**src/rtl/elevator_call_dispatcher.sv**
```systemverilog
// elevator_call_dispatcher
// Request-side companion to the elevator controller. Latches floor calls,
// tracks the car position by counting motor-active cycles, picks the next
// destination in SCAN order and drives the controller's button/door inputs.
module elevator_call_dispatcher #(
    parameter int FLOORS        = 8,
    parameter int FLOOR_W       = 3,
    parameter int TRAVEL_CYCLES = 16
) (
    input  logic               clk,
    input  logic               reset,
    input  logic [FLOORS-1:0]  call_req,
    input  logic               elevator_motor_up,
    input  logic               elevator_motor_down,
    input  logic               door_motor_open,
    input  logic               door_motor_close,
    output logic               button_up,
    output logic               button_down,
    output logic               door_open,
    output logic [FLOOR_W-1:0] current_floor,
    output logic [FLOOR_W-1:0] target_floor,
    output logic [FLOORS-1:0]  pending,
    output logic               busy,
    output logic               fault
);

    localparam int                 CNT_W     = $clog2(TRAVEL_CYCLES);
    localparam logic [CNT_W-1:0]   CNT_LAST  = CNT_W'(TRAVEL_CYCLES - 1);
    localparam logic [FLOOR_W-1:0] TOP_FLOOR = FLOOR_W'(FLOORS - 1);

    typedef enum logic [2:0] {
        D_IDLE   = 3'd0,
        D_REQ    = 3'd1,
        D_TRAVEL = 3'd2,
        D_ARRIVE = 3'd3,
        D_DOOR   = 3'd4
    } state_t;

    state_t             state;
    state_t             state_nxt;

    logic [CNT_W-1:0]   travel_cnt;
    logic [CNT_W-1:0]   travel_cnt_nxt;
    logic               dir_up;
    logic               dir_up_nxt;
    logic               button_up_nxt;
    logic               button_down_nxt;
    logic               door_open_nxt;
    logic               fault_nxt;
    logic [FLOOR_W-1:0] current_floor_nxt;
    logic [FLOOR_W-1:0] target_floor_nxt;
    logic [FLOORS-1:0]  clear_mask;

    logic               motors_quiet;
    logic               here_pending;
    logic               committed_motor;
    logic               wrong_dir;
    logic               dispatch;
    logic               step_due;
    logic [FLOOR_W-1:0] step_floor;
    logic               step_oob;

    logic               up_found;
    logic               dn_found;
    logic [FLOOR_W-1:0] up_floor;
    logic [FLOOR_W-1:0] dn_floor;
    logic               sel_up;
    logic [FLOOR_W-1:0] sel_floor;

    // One-hot mask selecting a single floor's pending bit
    function automatic logic [FLOORS-1:0] floor_bit(input logic [FLOOR_W-1:0] f);
        logic [FLOORS-1:0] m;
        m    = '0;
        m[f] = 1'b1;
        return m;
    endfunction

    // Controller activity decoded against the committed travel direction
    always_comb begin
        motors_quiet    = ~(elevator_motor_up | elevator_motor_down |
                            door_motor_open | door_motor_close);
        here_pending    = pending[current_floor];
        committed_motor = dir_up ? elevator_motor_up : elevator_motor_down;
        wrong_dir       = dir_up ? elevator_motor_down : elevator_motor_up;
        dispatch        = (state == D_IDLE) && motors_quiet && !here_pending &&
                          (pending != '0);
        step_due        = (state == D_TRAVEL) && committed_motor &&
                          (travel_cnt == CNT_LAST);
    end

    // SCAN search: nearest pending floor strictly above and strictly below the car
    always_comb begin
        up_found = 1'b0;
        up_floor = '0;
        dn_found = 1'b0;
        dn_floor = '0;
        // Descending walk: the last hit above the car is the closest one
        for (int f = FLOORS - 1; f >= 0; f--) begin
            if (pending[f] && (FLOOR_W'(f) > current_floor)) begin
                up_found = 1'b1;
                up_floor = FLOOR_W'(f);
            end
        end
        // Ascending walk: the last hit below the car is the closest one
        for (int f = 0; f < FLOORS; f++) begin
            if (pending[f] && (FLOOR_W'(f) < current_floor)) begin
                dn_found = 1'b1;
                dn_floor = FLOOR_W'(f);
            end
        end
        // Keep the current direction while it has work, otherwise reverse
        sel_up    = dir_up ? up_found : !dn_found;
        sel_floor = sel_up ? up_floor : dn_floor;
    end

    // Next floor for a completed travel interval, saturating at the shaft ends
    always_comb begin
        step_oob   = 1'b0;
        step_floor = current_floor;
        if (dir_up) begin
            if (current_floor >= TOP_FLOOR) begin
                step_oob = 1'b1;
            end else begin
                step_floor = current_floor + FLOOR_W'(1);
            end
        end else begin
            if (current_floor == '0) begin
                step_oob = 1'b1;
            end else begin
                step_floor = current_floor - FLOOR_W'(1);
            end
        end
    end

    // State register
    always_ff @(posedge clk or negedge reset) begin
        if (!reset) begin
            state <= D_IDLE;
        end else begin
            state <= state_nxt;
        end
    end

    // Next-state logic
    always_comb begin
        state_nxt = state;
        case (state)
            D_IDLE:   if (dispatch) state_nxt = D_REQ;
            D_REQ:    if (committed_motor) state_nxt = D_TRAVEL;
            D_TRAVEL: if (step_due && (step_floor == target_floor)) state_nxt = D_ARRIVE;
            D_ARRIVE: if (door_motor_open) state_nxt = D_DOOR;
            D_DOOR:   if (door_motor_close) state_nxt = D_IDLE;
            default:  state_nxt = D_IDLE;
        endcase
    end

    // Output and datapath next values per state
    always_comb begin
        button_up_nxt     = button_up;
        button_down_nxt   = button_down;
        door_open_nxt     = door_open;
        current_floor_nxt = current_floor;
        target_floor_nxt  = target_floor;
        travel_cnt_nxt    = travel_cnt;
        dir_up_nxt        = dir_up;
        fault_nxt         = fault;
        clear_mask        = '0;
        case (state)
            D_IDLE: begin
                if (motors_quiet && here_pending) begin
                    // Call at the floor we are already on: serve it without moving
                    clear_mask = floor_bit(current_floor);
                end else if (dispatch) begin
                    target_floor_nxt = sel_floor;
                    dir_up_nxt       = sel_up;
                    button_up_nxt    = sel_up;
                    button_down_nxt  = !sel_up;
                end
            end
            D_REQ: begin
                if (wrong_dir) begin
                    fault_nxt = 1'b1;
                end
                if (committed_motor) begin
                    button_up_nxt   = 1'b0;
                    button_down_nxt = 1'b0;
                    travel_cnt_nxt  = '0;
                end
            end
            D_TRAVEL: begin
                if (wrong_dir) begin
                    fault_nxt = 1'b1;
                end
                if (committed_motor) begin
                    if (travel_cnt == CNT_LAST) begin
                        current_floor_nxt = step_floor;
                        travel_cnt_nxt    = '0;
                        if (step_oob) begin
                            fault_nxt = 1'b1;
                        end
                        // Stop request goes out on the same edge as the last step
                        if (step_floor == target_floor) begin
                            door_open_nxt = 1'b1;
                        end
                    end else begin
                        travel_cnt_nxt = travel_cnt + CNT_W'(1);
                    end
                end
            end
            D_ARRIVE: begin
                if (door_motor_open) begin
                    door_open_nxt = 1'b0;
                end
            end
            D_DOOR: begin
                if (door_motor_close) begin
                    clear_mask = floor_bit(target_floor);
                end
            end
            default: begin
                clear_mask = '0;
            end
        endcase
    end

    // Registered outputs, position tracking and call latch; a new call wins over a clear
    always_ff @(posedge clk or negedge reset) begin
        if (!reset) begin
            button_up     <= 1'b0;
            button_down   <= 1'b0;
            door_open     <= 1'b0;
            current_floor <= '0;
            target_floor  <= '0;
            pending       <= '0;
            travel_cnt    <= '0;
            dir_up        <= 1'b1;
            fault         <= 1'b0;
        end else begin
            button_up     <= button_up_nxt;
            button_down   <= button_down_nxt;
            door_open     <= door_open_nxt;
            current_floor <= current_floor_nxt;
            target_floor  <= target_floor_nxt;
            pending       <= (pending & ~clear_mask) | call_req;
            travel_cnt    <= travel_cnt_nxt;
            dir_up        <= dir_up_nxt;
            fault         <= fault_nxt;
        end
    end

    assign busy = (state != D_IDLE);

endmodule
```
**config.mk**
```make
export PLATFORM = sky130hd
export DESIGN_NAME = elevator_call_dispatcher
export DESIGN_NICKNAME = d
export VERILOG_FILES = /design/src/rtl/elevator_call_dispatcher.sv
export SDC_FILE = /design/constraint.sdc
export NUM_CORES = 1
export LEC_CHECK = 0
export CORE_ASPECT_RATIO = 0.7
export CORE_MARGIN = 2
export CORE_UTILIZATION = 55
export CTS_BUF_LIST = sky130_fd_sc_hd__clkbuf_4 sky130_fd_sc_hd__clkbuf_8
export DETAILED_ROUTE_END_ITERATION = 7
export MAX_ROUTING_LAYER = met4
export PLACE_DENSITY = 0.82
export RECOVER_POWER = 100
export SYNTH_ARGS = -nofsm -noshare
export SYNTH_HDL_FRONTEND = slang
export SYNTH_SLANG_ARGS = --single-unit
export TNS_END_PERCENT = 5
```
**constraint.sdc**
```tcl
create_clock -name clk -period 2.58 [get_ports clk]
set_input_delay 0.645 -clock clk [delete_from_list [all_inputs] [get_ports clk]]
set_output_delay 0.645 -clock clk [all_outputs]
set_load 0.05 [all_outputs]
```
After elaboration in Yosys (flattened, before gate mapping)
Cells that the tools add are included.
Cells by class
  add/sub/neg operators: 3
  magnitude comparators: 21
  eq/ne operators: 15
  muxes and demuxes: 77
  bitwise gates (word level): 8
  reduce and logical (&&, ||, !) cells: 41
Operator list (count)
  3-bit two-way mux: 23
  1-bit two-way mux: 39
  1-bit logical AND: 25
  8-bit two-way mux: 2
  8-bit one-hot mux with 2 select lines: 1
  3-bit one-hot mux with 5 select lines: 1
  3-bit > comparator, first input constant: 4
  3-bit < comparator, first input constant: 4
  4-bit two-way mux: 3
  2-bit != test, second input constant: 6
  5-bit AND reduction: 2
  3-bit AND reduction: 3
  8-bit AND: 1
  3-bit by 4-bit < comparator with 1-bit output, second input constant: 2
  8-bit NOT: 1
  8-bit OR: 1
  1-bit one-hot mux with 2 select lines: 4
  4-bit one-hot mux with 2 select lines: 1
  8-bit nonzero test: 1
  1-bit demux with 3-bit select: 2
  3-bit by 2-bit == test with 1-bit output, second input constant: 2
  3-bit by 1-bit greater-or-equal comparator with 1-bit output, second input constant: 2
  1-bit by 3-bit > comparator with 1-bit output, first input constant: 2
  2-bit by 3-bit > comparator with 1-bit output, first input constant: 2
  other kinds (19): 31
Word-level totals
  flip-flop bits (word level): 26
  output and inout bits: 19
  logic and storage cells: 175

Longest topological paths before layout
  word-level depth: 16
  gate-level depth with buffers: 9
  gate-level depth less buffers: 8

Least setup slack after synthesis
OpenSTA, ideal clock, no wires.
  path kind: register to register
  start point: reg current_floor[0]
  end point: reg state[0]
  arrival time: 2.364 ns
  data required time: 2.514 ns
  path slack: 0.150 ns
  cell stages (with the launch flop): 10
  path buffers: 1
  cell sequence: dfrtp_1 > buf_4 > inv_2 > ha_1 > nor3b_1 > a21o_1 > a221oi_2 > xnor2_1 > nor4_2 > o31a_1
Between the ends
  cells in the longest elaborated chain, start to end: 7
  elaborated cells between the ends (all ways): 17
RTL lines
  start: declaration: line 20  | output logic [FLOOR_W-1:0] current_floor,
  start signal: assignment: line 242  | current_floor <= current_floor_nxt;
  3-bit by 1-bit subtractor with 3-bit output, or another cell as far along: line 130  | step_floor = current_floor - FLOOR_W'(1);
  3-bit two-way mux, or another cell as far along: line 127  | if (current_floor == '0) begin
  3-bit two-way mux or 1-bit logical NOT (tied branches): line 120, 85
  3-bit == test or 1-bit logical AND (tied branches): line 150, 85
  1-bit logical AND (on tied branches): line 150, 85
  2-bit by 1-bit != test with 1-bit output (no source line) or 2-bit != test (tied branches)
  5-bit AND reduction (no source line) (*)
  end signal: assignment: line 140  | state <= state_nxt;
  end: declaration: line 39  | state_t state;
Mark *: on every way between the ends. The rest lies on a longest branch, timed or not. The select of a mux whose other input is x is not followed.
A chain may end at the register's enable or synchronous reset.

Worst setup path in the final report
  start point: reg state[2]
  end point: out busy
Between the ends
  cells in the longest elaborated chain, start to end: 1
RTL lines
  3-bit nonzero test: line 251  | assign busy = (state != D_IDLE);
  end: declaration: line 23  | output logic busy,
Every way passes these cells.

==> results.rst <==
.. list-table::
   :header-rows: 1

   * - Metric
     - Value
   * - Reg-to-reg critical path startpoint
     - current_floor[0]
   * - Final non-filler cell area
     - 2430 um^2
   * - Async S/R FF share, synth
     - 1.00
   * - Die Height
     - 54.7 um
   * - Met2 WL
     - ~2100 um
   * - Endpoint type of the worst setup path
     - output port
   * - Worst-case register-to-register setup slack
     - 0.22 ns
   * - Root Buffer Master
     - sky130_fd_sc_hd__clkbuf_8
   * - Synthesized netlist net count
     - about 250
   * - Final Core Density
     - 0.693
   * - Highest metal layer used by the detailed router
     - met4
   * - Commonest register cell after synthesis
     - sky130_fd_sc_hd__dfrtp_1
   * - Cell area after synthesis
     - 2020 um^2
   * - # diodes
     - 0
   * - Setup Fix Bufs, Post-CTS
     - 0
   * - Number of optimization iterations in the first detailed-route pass
     - 6
   * - Grt ovf
     - 0
   * - Port Buffer Count
     - 32
   * - Number of clock sinks
     - 26
   * - Cts bufs inserted
     - 3
   * - Final setup violation count
     - 0
   * - Nature of the critical path startpoint
     - register
   * - VDD IR-drop max
     - 496 uV
   * - Total number of H-tree levels
     - 1
   * - Number of buffers inserted for hold repair after clock tree synthesis
     - 0
   * - Total of warnings raised by yosys
     - 0
   * - Final critical delay including setup and external delays
     - 2.48 ns
   * - Final RePlAce weighted congestion
     - 0.946
   * - Placed wire-length estimate after detailed placement
     - 3930 um
   * - Core ar.
     - around 3500 um^2
   * - Violation count after the first detailed-route iteration
     - 276
   * - Transition time at the pin with the least slew margin
     - 1.37 ns
   * - CTS-repair resized insts
     - 0
   * - Count of vias placed by the detailed router
     - 1936
   * - Worst Setup Slack, final
     - 0.102 ns
   * - WL per Instance
     - 16.6 um
   * - Kind of path behind the tightest hold check
     - register to register
   * - Gate count of the mapped netlist
     - 226
   * - Rel. slew slack
     - 0.0837
   * - Worst r2r path cells
     - 8
   * - Max-capacitance violation count
     - 0
   * - FF+latch count, synth
     - 26
   * - Highest-count cells in the layout ignoring fill and taps
     - sky130_fd_sc_hd__dfrtp_1, sky130_fd_sc_hd__dlygate4sd3_1, sky130_fd_sc_hd__nand2_1
   * - DRC violations left
     - 0
   * - Clock insertion delay at the later pin of the skew report
     - 0.27 ns
   * - Fraction of final layout cells sized beyond drive strength 1
     - 0.126
   * - Vias per Instance
     - between 6 and 7
   * - Place WS
     - ~0.099 ns
   * - Area growth syn-to-layout
     - 20.3%
   * - Initial Util
     - 0.576
   * - Static Leakage
     - 0.953 nW
   * - Metal-1 WL
     - 2450 um
   * - Global router's overall resource usage
     - 0.269
   * - Portion of the clock cycle consumed by the worst path in the final layout
     - 0.960
   * - Syn_area_per_cell
     - between 8 and 9 um^2
   * - Antenna violations before repair
     - 0
   * - CTS clk-pin slew, worst paths
     - 0.09 ns
   * - Capture point of the critical path
     - busy
   * - Nets
     - 282
   * - Die Footprint
     - 4190 um^2
   * - Arr. time, crit path
     - 1.83 ns
   * - Outcome
     - finished clean
   * - Maximum number of pins on one net before global-route repair
     - 27
   * - Cell area after placement
     - 2410 um^2
   * - Fin Setup TNS
     - 0 ns
   * - Number of global-route vias before repair
     - 1630
   * - Most common library cell in the layout ignoring fill and taps
     - sky130_fd_sc_hd__dfrtp_1
   * - Top cells by area, synth
     - sky130_fd_sc_hd__dfrtp_1, sky130_fd_sc_hd__mux2i_1, sky130_fd_sc_hd__o21ai_0, sky130_fd_sc_hd__nand2_1, sky130_fd_sc_hd__ha_1
   * - Final-report hold violation count
     - 0
   * - Deepest clock path buffer count
     - 2
   * - Proportion of synthesized chip area in sequential cells
     - 0.322
   * - RSZ-0062 raised after global routing
     - false
   * - Area leader, netlist
     - sky130_fd_sc_hd__dfrtp_1
   * - Overall die width
     - 76.5 um
   * - Number of placement rows
     - 18
   * - Required time reported for the critical path endpoint
     - 1.93 ns
   * - WL met3
     - 583 um
   * - Final max-slew violation count
     - 0
   * - Count of boundary I/O pins
     - 33
   * - Area share of the largest cell type after synthesis
     - 0.309
   * - Biggest fanout along the worst timing path
     - 2
   * - Antenna Violating Nets Remaining
     - 0
   * - CP Class
     - register to output port
   * - Power per cell area
     - between 500 and 600 nW/um^2
   * - Number of enable flip-flop cells after synthesis
     - 0
   * - Routed Wire Length
     - 5190 um
   * - Endpoint of the worst-slack reg-to-reg timing path
     - target_floor[0]
   * - TritonCTS clock tree
     - built
   * - Unique cell type count in the Yosys netlist
     - 68
   * - Worst setup path startpoint
     - state[2]
   * - Wire length of the first global-routing pass
     - 8370 um
   * - Clock Skew
     - 0.00390 ns
   * - Max Clk Rate
     - 0.404 GHz
[cell families (layout without fill, tap and decap cells)]
family | Yosys count | count (layout) | synth area share
xor gates and xnor gates | 4 | 4 | 0.0173
adders and majority gates | 5 | 5 | 0.0309
muxes | 12 | 12 | 0.0637
buffers and inverters | 20 | 56 | 0.0581
AOI/OAI and AO/OA | 77 | 77 | 0.270
DFF | 26 | 26 | 0.322
and+or+nand+nor | 82 | 82 | 0.237
[report_power, final]
part	leakage (nW)	switching [mW]	total, mW	internal (mW)
registers	0.299	0.0759	0.538	0.462
logic	0.618	0.287	0.504	0.217
clock network	0.0357	0.131	0.339	0.208
[sequential cells by signal, indices dropped and copies added (netlist names)]
register	count
fault	1
pending	8
target_floor	3
button_up	1
current_floor	3
dir_up	1
button_down	1
state	3
door_open	1
travel_cnt	4
[cell usage after synthesis, drive strengths merged (5+ instances only)]
library cell and number:
inv 7, nand2b 5, ha 5, a21o 5, mux2i 8, dfrtp 25, nor2 17, nand2 17
nor2b 8, a21oi 11, buf 13, nor3 6, o21ai 20, nand3 8, a31o 6
[how the worst min path moves through the flow]
stage	from	end	slack, ns	depth (start not counted)
finish	fault	fault	0.47	1
global route	fault	fault	0.49	1
CTS	fault	fault	0.48	1
detailed placement	fault	fault	0.46	1
global placement	fault	fault	0.45	1
floorplan	reset	button_down	0.35	0
[worst max-delay path, cell delays in order, from the launching register on]
cell,delay (ns)
sky130_fd_sc_hd__dfrtp_1,0.40
sky130_fd_sc_hd__or3_4,0.39
sky130_fd_sc_hd__dlygate4sd3_1,0.77
[final cells by class]
class	count	area (um^2)
Inverter	7	26.3
Timing Repair Buffer	45	403
Clock inverter	1	30.0
Fill cell	290	1080
Multi-Input combinational cell	180	1220
Sequential cell	26	652
Tap cell	50	62.6
Clock buffer	3	41.3
[routing by layer]
metal | track usage | up-vias
met5 | - | -
met2 | 0.382 | 116
met1 | 0.402 | 900
met3 | 0.0545 | 6
met4 | 0.0394 | 0
li1 | - | 914
[metrics by stage]
stage               hold WS (ns)  total power [mW]  cells
floorplan                  0.349             0.909    226
global placement           0.448              1.05    308
detailed placement         0.463              1.06    308
CTS                        0.477              1.40    312
global route               0.489              1.46    312
finish                     0.467              1.38    312
Note: power is estimated with default switching activity, not from simulation.
